[config.mk]
export PLATFORM = sky130hd
export DESIGN_NAME = dsp48a1_mac_sequencer_flat
export DESIGN_NICKNAME = d
export VERILOG_FILES = /design/src/rtl/dsp48a1_mac_sequencer_if.sv /design/src/rtl/dsp48a1_mac_sequencer.sv /design/src/flat_wrapper.sv
export SDC_FILE = /design/constraint.sdc
export NUM_CORES = 1
export LEC_CHECK = 0
export CORE_AREA = 4 4 120 122
export DETAILED_ROUTE_END_ITERATION = 6
export DIE_AREA = 0 0 124 126
export GPL_TIMING_DRIVEN = 0
export HOLD_SLACK_MARGIN = 0.08
export PLACE_DENSITY = 0.82
export SYNTH_ARGS = -nofsm -noshare
export SYNTH_HDL_FRONTEND = slang
export SYNTH_SLANG_ARGS = --single-unit
[constraint.sdc]
create_clock -name clk -period 5.1 [get_ports clk]
set_clock_uncertainty 0.15 [all_clocks]
set_input_delay 1.02 -clock clk [delete_from_list [all_inputs] [get_ports clk]]
set_output_delay 1.02 -clock clk [all_outputs]
set_load 0.005 [all_outputs]
[src/rtl/dsp48a1_mac_sequencer_if.sv]
// Bundle of control, operand, result and slice-side signals for the DSP48A1 MAC sequencer.
// The master side drives operands and carries the slice P output; the slave side is the sequencer.
interface dsp48a1_mac_sequencer_if #(
  parameter int CNT_W = 16
);
  logic             start;
  logic [CNT_W-1:0] len;
  logic             abort;
  logic             busy;

  logic             in_valid;
  logic             in_ready;
  logic [17:0]      in_a;
  logic [17:0]      in_b;

  logic             res_valid;
  logic             res_ready;
  logic [47:0]      res_data;

  logic [17:0]      dsp_a;
  logic [17:0]      dsp_b;
  logic [7:0]       dsp_opmode;
  logic             dsp_cea;
  logic             dsp_ceb;
  logic             dsp_cem;
  logic             dsp_ceopmode;
  logic             dsp_cep;
  logic             dsp_rstp;
  logic [47:0]      dsp_p;

  modport master (
    output start, len, abort, in_valid, in_a, in_b, res_ready, dsp_p,
    input  busy, in_ready, res_valid, res_data,
           dsp_a, dsp_b, dsp_opmode, dsp_cea, dsp_ceb, dsp_cem, dsp_ceopmode, dsp_cep, dsp_rstp
  );

  modport slave (
    input  start, len, abort, in_valid, in_a, in_b, res_ready, dsp_p,
    output busy, in_ready, res_valid, res_data,
           dsp_a, dsp_b, dsp_opmode, dsp_cea, dsp_ceb, dsp_cem, dsp_ceopmode, dsp_cep, dsp_rstp
  );
endinterface

[src/rtl/dsp48a1_mac_sequencer.sv]
// Streams a frame of signed 18x18 operand pairs into one DSP48A1 slice and returns the
// 48-bit accumulated sum; a tag pipe schedules OPMODE and CEP to follow each pair through the slice.
module dsp48a1_mac_sequencer #(
  parameter int CNT_W    = 16,
  parameter int OPM_SKEW = 1,
  parameter int P_LAT    = 3
) (
  input logic                    clk,
  input logic                    rst,
  dsp48a1_mac_sequencer_if.slave bus
);

  typedef enum logic [1:0] {IDLE, RUN, DRAIN, DONE} state_t;

  state_t           state_reg;
  logic [CNT_W-1:0] len_reg;
  logic [CNT_W-1:0] count_reg;
  logic             first_reg;
  logic             in_ready_reg;
  logic             busy_reg;
  logic             res_valid_reg;
  logic [47:0]      res_data_reg;
  logic [17:0]      dsp_a_reg;
  logic [17:0]      dsp_b_reg;
  logic [7:0]       dsp_opmode_reg;
  logic             dsp_cea_reg;
  logic             dsp_ceb_reg;
  logic             dsp_cem_reg;
  logic             dsp_ceopmode_reg;
  logic             dsp_cep_reg;
  logic             dsp_rstp_reg;

  // Bit k of each tag shift register describes the pair issued k cycles ago.
  logic [P_LAT-2:0]    tag_valid_reg;
  logic [OPM_SKEW-1:0] tag_first_reg;
  logic [P_LAT:0]      tag_last_reg;

  logic abort_act;
  logic issue;
  logic last_issue;

  assign abort_act  = bus.abort && (state_reg != IDLE);
  assign issue      = (state_reg == RUN) && in_ready_reg && bus.in_valid && !abort_act;
  assign last_issue = issue && (count_reg == len_reg - CNT_W'(1));

  always_ff @(posedge clk or posedge rst) begin
    if (rst) begin
      tag_valid_reg <= '0;
      tag_first_reg <= '0;
      tag_last_reg  <= '0;
    end else if (abort_act) begin
      tag_valid_reg <= '0;
      tag_first_reg <= '0;
      tag_last_reg  <= '0;
    end else begin
      tag_valid_reg <= (tag_valid_reg << 1) | (P_LAT-1)'(issue);
      tag_first_reg <= (tag_first_reg << 1) | OPM_SKEW'(issue && first_reg);
      tag_last_reg  <= (tag_last_reg << 1) | (P_LAT+1)'(last_issue);
    end
  end

  always_ff @(posedge clk or posedge rst) begin
    if (rst) begin
      state_reg        <= IDLE;
      len_reg          <= '0;
      count_reg        <= '0;
      first_reg        <= 1'b0;
      in_ready_reg     <= 1'b0;
      busy_reg         <= 1'b0;
      res_valid_reg    <= 1'b0;
      res_data_reg     <= '0;
      dsp_a_reg        <= '0;
      dsp_b_reg        <= '0;
      dsp_opmode_reg   <= '0;
      dsp_cea_reg      <= 1'b0;
      dsp_ceb_reg      <= 1'b0;
      dsp_cem_reg      <= 1'b0;
      dsp_ceopmode_reg <= 1'b0;
      dsp_cep_reg      <= 1'b0;
      dsp_rstp_reg     <= 1'b0;
    end else begin
      dsp_cea_reg  <= issue;
      dsp_ceb_reg  <= issue;
      dsp_rstp_reg <= 1'b0;
      dsp_cep_reg  <= tag_valid_reg[P_LAT-2];
      if (issue) begin
        dsp_a_reg <= bus.in_a;
        dsp_b_reg <= bus.in_b;
      end
      // First pair of a frame loads M alone (Z=0) so residual P never leaks in.
      dsp_opmode_reg <= (state_reg == IDLE) ? 8'h00 :
                        (tag_first_reg[OPM_SKEW-1] ? 8'h01 : 8'h09);

      if (abort_act) begin
        state_reg        <= IDLE;
        in_ready_reg     <= 1'b0;
        busy_reg         <= 1'b0;
        res_valid_reg    <= 1'b0;
        dsp_cem_reg      <= 1'b0;
        dsp_ceopmode_reg <= 1'b0;
        dsp_cep_reg      <= 1'b0;
        dsp_opmode_reg   <= 8'h00;
        dsp_rstp_reg     <= 1'b1;
      end else begin
        case (state_reg)
          IDLE: begin
            if (bus.start && (bus.len != '0)) begin
              state_reg        <= RUN;
              len_reg          <= bus.len;
              count_reg        <= '0;
              first_reg        <= 1'b1;
              in_ready_reg     <= 1'b1;
              busy_reg         <= 1'b1;
              dsp_cem_reg      <= 1'b1;
              dsp_ceopmode_reg <= 1'b1;
            end
          end
          RUN: begin
            if (issue) begin
              count_reg <= count_reg + CNT_W'(1);
              first_reg <= 1'b0;
              if (last_issue) begin
                state_reg    <= DRAIN;
                in_ready_reg <= 1'b0;
              end
            end
          end
          DRAIN: begin
            // The last pair's product is on dsp_p once its tag has aged P_LAT cycles.
            if (tag_last_reg[P_LAT]) begin
              res_data_reg  <= bus.dsp_p;
              res_valid_reg <= 1'b1;
              state_reg     <= DONE;
            end
          end
          DONE: begin
            if (bus.res_ready) begin
              res_valid_reg    <= 1'b0;
              state_reg        <= IDLE;
              busy_reg         <= 1'b0;
              dsp_cem_reg      <= 1'b0;
              dsp_ceopmode_reg <= 1'b0;
            end
          end
        endcase
      end
    end
  end

  assign bus.busy         = busy_reg;
  assign bus.in_ready     = in_ready_reg;
  assign bus.res_valid    = res_valid_reg;
  assign bus.res_data     = res_data_reg;
  assign bus.dsp_a        = dsp_a_reg;
  assign bus.dsp_b        = dsp_b_reg;
  assign bus.dsp_opmode   = dsp_opmode_reg;
  assign bus.dsp_cea      = dsp_cea_reg;
  assign bus.dsp_ceb      = dsp_ceb_reg;
  assign bus.dsp_cem      = dsp_cem_reg;
  assign bus.dsp_ceopmode = dsp_ceopmode_reg;
  assign bus.dsp_cep      = dsp_cep_reg;
  assign bus.dsp_rstp     = dsp_rstp_reg;

endmodule

[src/flat_wrapper.sv]
// flat-port wrapper written by rule: the top's interface ports become plain ports
module dsp48a1_mac_sequencer_flat 
#(
  parameter int CNT_W    = 16,
  parameter int OPM_SKEW = 1,
  parameter int P_LAT    = 3
)
  (clk, rst, bus_start, bus_len, bus_abort, bus_in_valid, bus_in_a, bus_in_b, bus_res_ready, bus_dsp_p, bus_busy, bus_in_ready, bus_res_valid, bus_res_data, bus_dsp_a, bus_dsp_b, bus_dsp_opmode, bus_dsp_cea, bus_dsp_ceb, bus_dsp_cem, bus_dsp_ceopmode, bus_dsp_cep, bus_dsp_rstp);
  dsp48a1_mac_sequencer_if #(.CNT_W(CNT_W)) bus_i ();
  input logic clk;
  input logic rst;
  input wire logic [$bits(bus_i.start)-1:0] bus_start;
  input wire logic [$bits(bus_i.len)-1:0] bus_len;
  input wire logic [$bits(bus_i.abort)-1:0] bus_abort;
  input wire logic [$bits(bus_i.in_valid)-1:0] bus_in_valid;
  input wire logic [$bits(bus_i.in_a)-1:0] bus_in_a;
  input wire logic [$bits(bus_i.in_b)-1:0] bus_in_b;
  input wire logic [$bits(bus_i.res_ready)-1:0] bus_res_ready;
  input wire logic [$bits(bus_i.dsp_p)-1:0] bus_dsp_p;
  output wire logic [$bits(bus_i.busy)-1:0] bus_busy;
  output wire logic [$bits(bus_i.in_ready)-1:0] bus_in_ready;
  output wire logic [$bits(bus_i.res_valid)-1:0] bus_res_valid;
  output wire logic [$bits(bus_i.res_data)-1:0] bus_res_data;
  output wire logic [$bits(bus_i.dsp_a)-1:0] bus_dsp_a;
  output wire logic [$bits(bus_i.dsp_b)-1:0] bus_dsp_b;
  output wire logic [$bits(bus_i.dsp_opmode)-1:0] bus_dsp_opmode;
  output wire logic [$bits(bus_i.dsp_cea)-1:0] bus_dsp_cea;
  output wire logic [$bits(bus_i.dsp_ceb)-1:0] bus_dsp_ceb;
  output wire logic [$bits(bus_i.dsp_cem)-1:0] bus_dsp_cem;
  output wire logic [$bits(bus_i.dsp_ceopmode)-1:0] bus_dsp_ceopmode;
  output wire logic [$bits(bus_i.dsp_cep)-1:0] bus_dsp_cep;
  output wire logic [$bits(bus_i.dsp_rstp)-1:0] bus_dsp_rstp;
  assign bus_i.start = bus_start;
  assign bus_i.len = bus_len;
  assign bus_i.abort = bus_abort;
  assign bus_i.in_valid = bus_in_valid;
  assign bus_i.in_a = bus_in_a;
  assign bus_i.in_b = bus_in_b;
  assign bus_i.res_ready = bus_res_ready;
  assign bus_i.dsp_p = bus_dsp_p;
  assign bus_busy = bus_i.busy;
  assign bus_in_ready = bus_i.in_ready;
  assign bus_res_valid = bus_i.res_valid;
  assign bus_res_data = bus_i.res_data;
  assign bus_dsp_a = bus_i.dsp_a;
  assign bus_dsp_b = bus_i.dsp_b;
  assign bus_dsp_opmode = bus_i.dsp_opmode;
  assign bus_dsp_cea = bus_i.dsp_cea;
  assign bus_dsp_ceb = bus_i.dsp_ceb;
  assign bus_dsp_cem = bus_i.dsp_cem;
  assign bus_dsp_ceopmode = bus_i.dsp_ceopmode;
  assign bus_dsp_cep = bus_i.dsp_cep;
  assign bus_dsp_rstp = bus_i.dsp_rstp;
  dsp48a1_mac_sequencer #(.CNT_W(CNT_W), .OPM_SKEW(OPM_SKEW), .P_LAT(P_LAT)) u_core (.clk(clk), .rst(rst), .bus(bus_i));
endmodule
==> metrics.cfg <==
[detailed_routing]
met1_length_um = 6070
drc = 0
via_count = 5020
avgRoutedWirePerCell_um = 16.2
drt_iter0_drc = 260
wl_um = 15800
route.met3.wl_um = 1450
vias_per_cell = 5.16
dr.pass1.iters = 6
ant_nets = 0
wl_met2_um = 7900
highest_layer = met4

[yosys]
syn_area_per_cell_um2 = 10.7
async_flop_share_pct = 100
yosysTopAreaCell = dfrtp_1
synth.yosys.seq_area_share_pct = 55.5
yosysUniqueCellTypes = 50
yosys_warnings = 0
synth_ff_type = dfrtp_1
synth_edf_count = 0
yosysTopAreaCellShare_pct = 55.5
synth_cells = 558
synth_seq_cells = 133
syn_area_um2 = 5990
synth.area.top_cells = dfrtp_1 56%, mux2_2 12%, nand2_1 8.3%, xnor2_1 1.5%, o21ai_0 1.3%

[sta]
setup_viol = 0
fin_crit_ps = 3680
setup_ws_ps = 1420
hold_violations = 0
rsz0062_at_grt = no
relSlewSlack_pct = 59.1
clock.fmax_mhz = 272
worst_pin_slew_ps = 608
slew_violations = 0
finalCritPeriodShare_pct = 72.2

[setup_path]
start_kind = input port
reg2reg_from = u_core.state_reg[0]$_DFFE_PP0P_
critical_path_class = input port to flip-flop
worst_r2r_endpoint = u_core.bus.in_ready$_DFFE_PP0P_
reg2regPathDepth = 11
arrival_ps = 3850
crit_required_ps = 5260
reg2reg_slack_ps = 1900
critPathCaptureType = flip-flop
critPathMaxFanout = 10

[clock_tree]
cts_resized = 0
htree_levels = 4
clockBufferDepth = 2
cts_root_buf = clkbuf_16
clock-sinks = 133
cts.clk_slew.worst_paths_ps = 60
post_cts_buffers = 0
numCtsBuffers = 17
cts_tree = done
ctsHoldBuffers = 0
clock_latency_ps = 410

[final_layout]
multi_input_area_um2 = 2460
drive_above_1_share_pct = 14.6
final_common_cell = clkdlybuf4s50_1
area_growth_pct = 49.3
final_nets = 895
mostFrequentLayoutCells = 200 x clkdlybuf4s50_1, 133 x dfrtp_1, 132 x nand2_1
fillers = 973
largest_reg_flops = 48
antenna_cells = 0
seq_area_um2 = 3330

[power_and_ir_drop]
power_density_nw_per_um2 = 473
power_mw = 4.23
power.leakage_nw = 4.06
ir_worst_vdd_v = 0.000348

[global_route]
grt_remaining_overflow = 0
antenna_found_initial = 0
grt_max_degree = 85
grt_pass1_wl_um = 25700
grt.total_usage_pct = 20.9
grt_pass1_vias = 5243

[place]
dp_hpwl_um = 11800
io_buffer_count = 200
dp_slack_ps = 1030
gp_congestion = 0.859

[die]
initial_core_util_pct = 45.4
die_x_um = 124
die_area_um2 = 15600
row_count = 42
pin_count = 207
design.core.area_um2 = 13200
die_h_um = 126

[run_status]
outcome = finished, final reports clean

[min_path]
hold_path_end = u_core.bus.dsp_opmode[3]$_DFF_PP0_
min_path_cells = 1
min_from = u_core.tag_first_reg$_DFF_PP0_
hold_path_class = flip-flop to flip-flop

[job]
max-cap-violations = 0

-- cells in the mapped netlist (4+ instances only) --
| cell | count |
|---|---|
| a21oi_1 | 8 |
| a22o_1 | 5 |
| and2_1 | 10 |
| buf_4 | 9 |
| clkbuf_1 | 17 |
| dfrtp_1 | 133 |
| ha_1 | 6 |
| inv_1 | 18 |
| mux2_2 | 64 |
| nand2_1 | 132 |
| nand2b_1 | 4 |
| nand3_1 | 15 |
| nor2_1 | 19 |
| nor2b_1 | 4 |
| nor3_1 | 10 |
| nor4_1 | 8 |
| o21ai_0 | 16 |
| o31ai_1 | 8 |
| or3_1 | 4 |
| xnor2_1 | 10 |
| xor2_1 | 8 |
-- worst max-delay path, stage by stage --
cell             delay [ps]
clkdlybuf4s50_1         430
nor4_1                  430
a41oi_1                 360
nor2b_1                 460
a21o_1                  130
clkbuf_1                370
clkbuf_1                380
o21ai_0                 170
o31ai_1                  90
-- final cells by class --
cell class	instances	share of cell area [%]
inverter	18	0.811
clock buffer	21	5.14
timing repair buffer	201	22.7
tap	176	2.46
multi-input combinational	382	27.5
clock inverter	11	2.49
buffer	30	1.72
sequential	133	37.2
-- power breakdown --
part           internal, mW  switching (mW)
logic                 0.702           0.636
registers              1.29           0.209
clock network         0.946           0.448
-- kinds of logic (layout without fill, tap and decap cells) --
logic type | after synthesis | after routing | share of synthesized area [%]
xor+xnor | 18 | 18 | 2.63
flops | 133 | 133 | 55.5
fa+ha+maj | 6 | 6 | 1.25
buf+inv | 48 | 281 | 3.69
compound gates | 66 | 66 | 7.54
other cells | 1 | 6 | 0.0626
mux | 64 | 64 | 12.0
simple gates | 222 | 222 | 17.3
-- routing by layer --
metal	vias to the layer above	global-route usage, %
met3	31	6.41
met4	0	7.99
met5	-	0
li1	2352	-
met1	2393	24.3
met2	244	35.8
-- worst max path at each step --
| stage | from | to | slack (ps) | depth (start not counted) |
|---|---|---|---|---|
| after global routing | bus_len[12] | u_core.count_reg[9]$_DFFE_PP0P_ | 1230 | 9 |
| after global placement | rst | u_core.len_reg[15]$_DFFE_PP0P_ | -1230 | 2 |
| after detailed placement | bus_len[11] | u_core.count_reg[7]$_DFFE_PP0P_ | 1030 | 9 |
| after CTS | bus_len[11] | u_core.count_reg[7]$_DFFE_PP0P_ | 1440 | 9 |
| after floorplan | rst | u_core.bus.dsp_a[0]$_DFFE_PP0P_ | 380 | 1 |
| final | bus_len[12] | u_core.count_reg[7]$_DFFE_PP0P_ | 1420 | 9 |
-- through the flow --
stage	std cells	utilization, %	area [um2]	hold WS, ps	TNS [ps]
after global placement	939	62.4	8240	232	-163230
after global routing	972	67.9	8950	268	0
after floorplan	563	-	6010	228	0
after CTS	972	67.9	8950	255	0
final	972	67.9	8950	246	0
after detailed placement	940	62.7	8270	250	0
Note: power is estimated with default switching activity, not from simulation.
